--- src/rtl/count_monitor_pkg.sv ---
// count_monitor_pkg: shared state encoding and default widths for the count monitor.
`default_nettype none

package count_monitor_pkg;

   typedef enum logic [1:0] {
      ST_UNSYNC  = 2'd0,
      ST_SYNCING = 2'd1,
      ST_LOCKED  = 2'd2
   } state_t;

   localparam int unsigned WIDTH_DEF = 4;
   localparam int unsigned CNT_W_DEF = 8;

endpackage

`default_nettype wire

--- src/rtl/count_monitor_event_counter.sv ---
// event_counter: event counter with synchronous clear; wraps or saturates at all-ones.
`default_nettype none

module event_counter #(
   parameter int unsigned WIDTH = 8,
   parameter bit          SAT   = 1'b0
) (
   input  logic             clk_i,
   input  logic             rst_i,
   input  logic             clear_i,
   input  logic             inc_i,
   output logic [WIDTH-1:0] value_o
);

   logic [WIDTH-1:0] cnt_q;
   logic [WIDTH-1:0] cnt_d;

   always_comb begin
      cnt_d = cnt_q;
      if (clear_i) begin
         cnt_d = '0;
      end else if (inc_i) begin
         if (SAT && (&cnt_q)) begin
            cnt_d = cnt_q;
         end else begin
            cnt_d = cnt_q + WIDTH'(1);
         end
      end
   end

   always_ff @(posedge clk_i or posedge rst_i) begin
      if (rst_i) begin
         cnt_q <= '0;
      end else begin
         cnt_q <= cnt_d;
      end
   end

   assign value_o = cnt_q;

endmodule

`default_nettype wire

--- src/rtl/count_monitor.sv ---
// count_monitor: checks that an upstream count advances by +1 per valid sample,
// reports lock, wrap-arounds and sequence errors.
`default_nettype none

module count_monitor
   import count_monitor_pkg::*;
#(
   parameter int unsigned WIDTH    = WIDTH_DEF,
   parameter int unsigned LOCK_CNT = 3,
   parameter int unsigned CNT_W    = CNT_W_DEF
) (
   input  logic             clk_i,
   input  logic             rst_i,
   input  logic             clear_i,
   input  logic             in_valid_i,
   input  logic [WIDTH-1:0] count_in_i,
   output logic             locked_o,
   output logic             wrap_pulse_o,
   output logic             err_pulse_o,
   output logic [CNT_W-1:0] wrap_count_o,
   output logic [CNT_W-1:0] err_count_o,
   output logic [WIDTH-1:0] last_count_o
);

   state_t           state_q, state_d;
   logic [WIDTH-1:0] expected_q, expected_d;
   logic [3:0]       run_q, run_d;
   logic [WIDTH-1:0] last_q, last_d;
   logic             wrap_pulse_q, wrap_pulse_d;
   logic             err_pulse_q, err_pulse_d;
   logic             wrap_inc;
   logic             err_inc;
   logic             good;

   assign good = in_valid_i && (count_in_i == expected_q);

   always_comb begin
      state_d      = state_q;
      expected_d   = expected_q;
      run_d        = run_q;
      last_d       = last_q;
      wrap_pulse_d = 1'b0;
      err_pulse_d  = 1'b0;
      wrap_inc     = 1'b0;
      err_inc      = 1'b0;
      if (clear_i) begin
         state_d    = ST_UNSYNC;
         expected_d = '0;
         run_d      = '0;
         last_d     = '0;
      end else if (in_valid_i) begin
         // Every accepted sample re-seeds the prediction, good or bad.
         expected_d = count_in_i + WIDTH'(1);
         last_d     = count_in_i;
         case (state_q)
            ST_UNSYNC: begin
               run_d   = '0;
               state_d = ST_SYNCING;
            end
            ST_SYNCING: begin
               if (good) begin
                  run_d = run_q + 4'd1;
                  if ((run_q + 4'd1) == 4'(LOCK_CNT)) begin
                     state_d = ST_LOCKED;
                  end
               end else begin
                  run_d = '0;
               end
            end
            ST_LOCKED: begin
               if (good) begin
                  if (count_in_i == '0) begin
                     wrap_pulse_d = 1'b1;
                     wrap_inc     = 1'b1;
                  end
               end else begin
                  err_pulse_d = 1'b1;
                  err_inc     = 1'b1;
                  run_d       = '0;
                  state_d     = ST_SYNCING;
               end
            end
            default: begin
               state_d = ST_UNSYNC;
            end
         endcase
      end
   end

   always_ff @(posedge clk_i or posedge rst_i) begin
      if (rst_i) begin
         state_q      <= ST_UNSYNC;
         expected_q   <= '0;
         run_q        <= '0;
         last_q       <= '0;
         wrap_pulse_q <= 1'b0;
         err_pulse_q  <= 1'b0;
      end else begin
         state_q      <= state_d;
         expected_q   <= expected_d;
         run_q        <= run_d;
         last_q       <= last_d;
         wrap_pulse_q <= wrap_pulse_d;
         err_pulse_q  <= err_pulse_d;
      end
   end

   event_counter #(
      .WIDTH (CNT_W),
      .SAT   (1'b0)
   ) u_wrap_counter (
      .clk_i   (clk_i),
      .rst_i   (rst_i),
      .clear_i (clear_i),
      .inc_i   (wrap_inc),
      .value_o (wrap_count_o)
   );

   event_counter #(
      .WIDTH (CNT_W),
      .SAT   (1'b1)
   ) u_err_counter (
      .clk_i   (clk_i),
      .rst_i   (rst_i),
      .clear_i (clear_i),
      .inc_i   (err_inc),
      .value_o (err_count_o)
   );

   assign locked_o     = (state_q == ST_LOCKED);
   assign wrap_pulse_o = wrap_pulse_q;
   assign err_pulse_o  = err_pulse_q;
   assign last_count_o = last_q;

endmodule

`default_nettype wire

--- config.mk ---
export PLATFORM = sky130hd
export DESIGN_NAME = count_monitor
export DESIGN_NICKNAME = d
export VERILOG_FILES = /design/src/rtl/count_monitor_pkg.sv /design/src/rtl/count_monitor_event_counter.sv /design/src/rtl/count_monitor.sv
export SDC_FILE = /design/constraint.sdc
export NUM_CORES = 1
export LEC_CHECK = 0
export ABC_CLOCK_PERIOD_IN_PS = 1800
export BUFFER_PORTS_ARGS = -buffer_cell sky130_fd_sc_hd__buf_2
export CORE_ASPECT_RATIO = 1.2
export CORE_UTILIZATION = 50
export CTS_BUF_LIST = sky130_fd_sc_hd__clkbuf_4
export CTS_CLUSTER_SIZE = 14
export DETAILED_ROUTE_END_ITERATION = 8
export PLACE_DENSITY = 0.74
export SETUP_SLACK_MARGIN = 0.2
export SYNTH_ARGS = -nofsm -noshare
export SYNTH_HDL_FRONTEND = slang
export SYNTH_SLANG_ARGS = --single-unit
export TNS_END_PERCENT = 50
--- constraint.sdc ---
create_clock -name clk_i -period 1.8 [get_ports clk_i]
set_clock_uncertainty 0.1 [all_clocks]
set_input_delay 0.36 -clock clk_i [delete_from_list [all_inputs] [get_ports clk_i]]
set_output_delay 0.36 -clock clk_i [all_outputs]
set_load 0.01 [all_outputs]
# ---- After elaboration in Yosys (flattened, before gate mapping)
# Index checks and enable logic that the tools add are counted.
dict set report classes {
  reduce_logical 11
  magnitude_cmp 0
  n_addsub 4
  eq_ne 8
  n_div 0
  mul 0
  n_shift 0
  mux 29
  bitwise_logic 0
}
# op n
set op_table {}
lappend op_table {{two-way mux 8 bit} 5}
lappend op_table {{two-way mux 4 bit} 8}
lappend op_table {{adder 8 x 1 -> 8 bit (second input constant)} 2}
lappend op_table {{case mux 4 bit (3 select lines)} 1}
lappend op_table {{two-way mux 2 bit} 5}
lappend op_table {{two-way mux 1 bit} 9}
lappend op_table {{inequality test 3 bit (second input constant)} 3}
lappend op_table {{adder 4 x 1 -> 4 bit (second input constant)} 2}
lappend op_table {{AND reduction 8 bit} 1}
lappend op_table {{case mux 2 bit (3 select lines)} 1}
lappend op_table {{nonzero test 2 bit} 3}
lappend op_table {{== test 4 x 2 -> 1 bit (second input constant)} 1}
lappend op_table {{== test 4 bit} 1}
lappend op_table {{zero test 4 bit} 1}
lappend op_table {{AND reduction 4 bit} 1}
lappend op_table {{nonzero test 4 bit} 1}
lappend op_table {{AND reduction 3 bit} 1}
lappend op_table {{== test 2 x 1 -> 1 bit (second input constant)} 1}
lappend op_table {{== test 2 bit (second input constant)} 1}
lappend op_table {{zero test 2 bit} 1}
lappend op_table {{inequality test 2 bit (second input constant)} 1}
lappend op_table {{AND reduction 2 bit} 1}
lappend op_table {{logical AND 1 bit} 1}
dict set report word_totals {
  in_bits 8
  reg_bits 32
  output_inout_bits 23
  rom_bits 0
  ramBits 0
  word_cells 60
  latch_bits 0
  memories 0
}

# ---- Depth between registers and ports, before layout
dict set report depth {
  ltp_word 8
  depth_mapped 7
  depth_no_buf 7
}

# ---- Modules after synthesis
# Synthesis repeated with hierarchy kept, for this count alone.
dict set report unflattened {
  hier_cells 172
  area_unflattened_um2 1784.2
}
# module n_inst area_per_inst_um2 cells_per_inst
set by_module_without_submodules {}
lappend by_module_without_submodules {count_monitor 1 874.6 86}
lappend by_module_without_submodules {{event_counter at u_err_counter} 1 509.2 48}
lappend by_module_without_submodules {{event_counter at u_wrap_counter} 1 400.4 38}

# ---- Worst setup path before layout
# OpenSTA, ideal clock, no wires.
dict set report synth_timing {
  path_kind {flip-flop to flip-flop}
  from {reg run_q[0]}
  to {reg state_q[0]}
  period_less_slack_ns 1.817
  stages_incl_launch_ff 8
  n_path_buf 0
  arrival_ns 1.580
  path_slack_ns -0.017
  path_cell_list {dfrtp_1 inv_1 ha_1 nand3_1 or4b_2 o31ai_1 nand2b_1 a31oi_1}
}
dict set report synth_via {
  elab_chain_len 4
}
# item line
set synth_lines {}
lappend synth_lines {{start: declaration} count_monitor.sv:27} ;# logic [3:0] run_q, run_d;
lappend synth_lines {{start signal: assignment} count_monitor.sv:101} ;# run_q <= run_d;
lappend synth_lines {{adder 4 x 1 -> 4 bit} count_monitor.sv:63} ;# if ((run_q + 4'd1) == 4'(LOCK_CNT)) begin
lappend synth_lines {{== test 4 x 2 -> 1 bit} count_monitor.sv:63}
lappend synth_lines {{inequality test 3 bit (no line)} n/a}
lappend synth_lines {{AND reduction 4 bit (no line)} n/a}
lappend synth_lines {{end signal: assignment} count_monitor.sv:99} ;# state_q <= state_d;
lappend synth_lines {{end: declaration} count_monitor.sv:25} ;# state_t state_q, state_d;
# No other way between the ends.
# A chain may end at the register's enable or synchronous reset.

# ---- Worst setup path in the final report
dict set report layout_timing {
  from {reg expected_q[1]}
  to {reg u_wrap_counter.cnt_q[7], in the netlist u_wrap_counter.value_o[7]}
}
dict set report layout_via {
  elab_chain_len 7
}
# item line
set layout_lines {}
lappend layout_lines {{start: declaration} count_monitor.sv:26} ;# logic [WIDTH-1:0] expected_q, expected_d;
lappend layout_lines {{start signal: assignment} count_monitor.sv:100} ;# expected_q <= expected_d;
lappend layout_lines {{== test 4 bit} count_monitor.sv:35} ;# assign good = in_valid_i && (count_in_i == expected_q);
lappend layout_lines {{logical AND 1 bit} count_monitor.sv:35}
lappend layout_lines {{two-way mux 1 bit} count_monitor.sv:71} ;# if (good) begin
lappend layout_lines {{two-way mux 1 bit} count_monitor.sv:55} ;# case (state_q)
lappend layout_lines {{two-way mux 1 bit} count_monitor.sv:51} ;# end else if (in_valid_i) begin
lappend layout_lines {{two-way mux 1 bit} count_monitor.sv:46} ;# if (clear_i) begin
lappend layout_lines {{nonzero test 2 bit (no line)} n/a}
lappend layout_lines {{end signal: assignment} count_monitor_event_counter.sv:35} ;# cnt_q <= cnt_d;
lappend layout_lines {{end: declaration} count_monitor_event_counter.sv:15} ;# logic [WIDTH-1:0] cnt_q;
# No other way between the ends.

==> results.ini <==
[setup_path]
r2r_end=u_wrap_counter.value_o[7]
worstSetupEndpointType=flop
worstSetupStartpointType=flop
cp.required_ns=1.92
path_max_fanout=5
r2r_start=expected_q[1]
crit_arrival_ns=1.91
path_class=flop to flop
r2r_slack_ns=0.02
worstRegToRegCells=5

[run_status]
status=completed

[global_route]
grt_overflow=0
grt_max_degree=33
grt_pass1_vias=1507
grt_usage_pct=23.8
grt_pass1_wl_mm=6.57
antenna_found_initial=0

[floorplan]
fp.dieW_um=55.5
pin_count=31
die_h_um=66.1
rows=22
die_area_sq_um=3670
start_util_pct=54.2
core_sq_um=3170

[drt]
drt_wl_total_mm=3.80
first_iter_violations=41
vias_per_cell=5.43
drcViolationCount=0
first_pass_iters=4
vias=1423
wl_per_cell_um=14.5
antenna_left=0

[logic_synthesis]
synth_area_leaders=dfrtp_1, nor2_1, xnor2_1
yosys.area.top_type=dfrtp_1
synth_common_cells=dfrtp_1, nor2_1, xnor2_1
synth-seq-cells=32
ys_warn_count=0
synthArstFlopShare_pct=100
synth_edf_count=0
syn_nets=189
synth.most_common_cell=dfrtp_1
syn_area_sq_um=1710
synth-main-ff-cell=dfrtp_1
syn_inst=175
yosysSeqAreaShare_pct=46.7
avgSynthCellArea_sq_um=9.80
synth_top_cell_area_share_pct=46.7
yosysUniqueCellTypes=36

[power_and_ir_drop]
intPower_uw=975
vdd_drop_max_mv=0.569
switching_power_uw=336
p_sw_share_pct=25.6
combinationalPowerShare_pct=11.8
p_per_area_nw_per_um2=582
p_leak_nw=1.10
seq_power_share_pct=56.7
clkPwrFrac_pct=31.6

[clock_network]
clk_latency_ns=0.34
clk_root_buffer_cell=clkbuf_4
cts-htree-levels=2
cts_tree=done
cts.sinks=32
cts_made_buffers=5
clockBufferDepth=2
clk_pin_slew_ns=0.08

[layout]
fin_util_pct=71.1
fin_nets=239
diodes=0
fin_cells=262
drive_above_1_share_pct=37.2
area_growth_syn_to_layout_pct=31.4
fillers=240

[timing]
maxSlewViolCount=0
fmax_ghz=0.560
rsz0062_at_grt=yes
whs_ns=0.313
fin_crit_ns=1.78
worst_slew_pin_slew_ns=0.407
setup_viol=0
fin_crit_sh_pct=99.1
maxSlewHeadroom_pct=72.9
hold_viol_final=0

[placed_design]
hpwl_mm=2.77
gp_congestion=0.837
dpl.cell_count=250
portBuffers=30

[worst_hold_path]
min_to=expected_q[0]
holdPathStages=4
hold_start=count_in_i[0]
hold_class=input pin to flop

[run]
cap_viol_max_count=0

## cell families (layout without fill, tap and decap cells)
family                     Yosys count  count (layout)  share of synthesized area (%)
AOI/OAI and AO/OA                   17              17                           6.86
adders and majority gates            6               6                           4.38
muxes                                8               8                           4.67
and+or+nand+nor                     80              80                           24.7
DFF                                 32              32                           46.7
xor gates and xnor gates            19              19                           9.71
buffers and inverters               13              64                           2.92
## repair_timing
action	4_1_cts	5_1_grt
setup endpoints to repair	24	24
gates resized for setup	5	16
hold endpoints to repair	25	0
setup buffers	2	1
pin swaps	2	7
hold buffers	1	0
## layer usage
metal | share of wire (%) | up-vias | GRT usage, %
met3 | 3.9 | 10 | 7.24
met4 | 2.0 | 0 | 9.69
li1 | - | 700 | -
met2 | 51 | 29 | 42.6
met1 | 43 | 684 | 26.3
met5 | 0 | - | 0
## final cells by class
class                           instances  area (sq um)  share of cell area, %
Inverter                                6          22.5                   1.00
Timing Repair Buffer                   50           307                   13.6
Clock buffer                            7          52.6                   2.33
Multi-Input combinational cell        130          1020                   45.3
Tap cell                               36          45.0                   2.00
Clock inverter                          1          3.75                  0.167
Sequential cell                        32           802                   35.6
## sequential cells by signal (all words and copies together), names as in the netlist
register,count
err_pulse_o,1
u_wrap_counter.value_o,8
last_count_o,4
expected_q,4
u_err_counter.value_o,8
run_q,4
wrap_pulse_o,1
state_q,2
## critical path, cell delays in order, from the launching register on
cell and delay, ns:
dfrtp_1 0.40, xor2_1 0.21, or4_4 0.60, nor4_4 0.16, xnor2_1 0.15, nor2_1 0.05
## how the worst max path moves through the flow
| stage | start | to | slack [ns] | depth (start not counted) |
|---|---|---|---|---|
| 3_5_place_dp | count_in_i[0] | u_wrap_counter.value_o[7] | -0.19 | 8 |
| 6_report | expected_q[1] | u_wrap_counter.value_o[7] | 0.02 | 5 |
| 3_3_place_gp | count_in_i[0] | u_wrap_counter.value_o[7] | -0.08 | 8 |
| 5_1_grt | expected_q[3] | u_wrap_counter.value_o[1] | -0.06 | 6 |
| 4_1_cts | expected_q[0] | u_wrap_counter.value_o[7] | 0.03 | 5 |
| 2_1_floorplan | run_q[0] | state_q[0] | 0.1 | 7 |
## cell usage in the layout, fill, tap and decap left out, types with 4 or more instances in the layout
master	instances
buf_2	30
inv_1	6
xnor2_1	10
nor3_1	5
nor2_1	28
nand2_1	8
mux2i_1	8
ha_1	4
nand3_1	9
xor2_1	5
clkbuf_4	7
dfrtp_1	31
buf_4	18
## through the flow
| step | power, mW | TNS, ns | cell area [sq um] | worst slack, ns |
|---|---|---|---|---|
| after CTS | 1.33 | 0 | 2150 | 0.0320 |
| final | 1.31 | 0 | 2250 | 0.0158 |
| after global routing | 1.38 | -0.291 | 2250 | -0.0593 |
| after detailed placement | 0.899 | -0.822 | 2050 | -0.185 |
| after global placement | 0.893 | -0.225 | 2050 | -0.0823 |
| after floorplan | 0.841 | 0 | 1770 | 0.0986 |
## power by group through the flow
stage | logic, mW | registers (mW) | clock network (mW)
3_5_place_dp | 0.144 | 0.755 | 0
4_1_cts | 0.150 | 0.741 | 0.436
5_1_grt | 0.171 | 0.745 | 0.466
2_1_floorplan | 0.0832 | 0.757 | 0
6_report | 0.154 | 0.742 | 0.414
3_3_place_gp | 0.139 | 0.755 | 0
No activity file was read; power rests on OpenSTA's default activity.
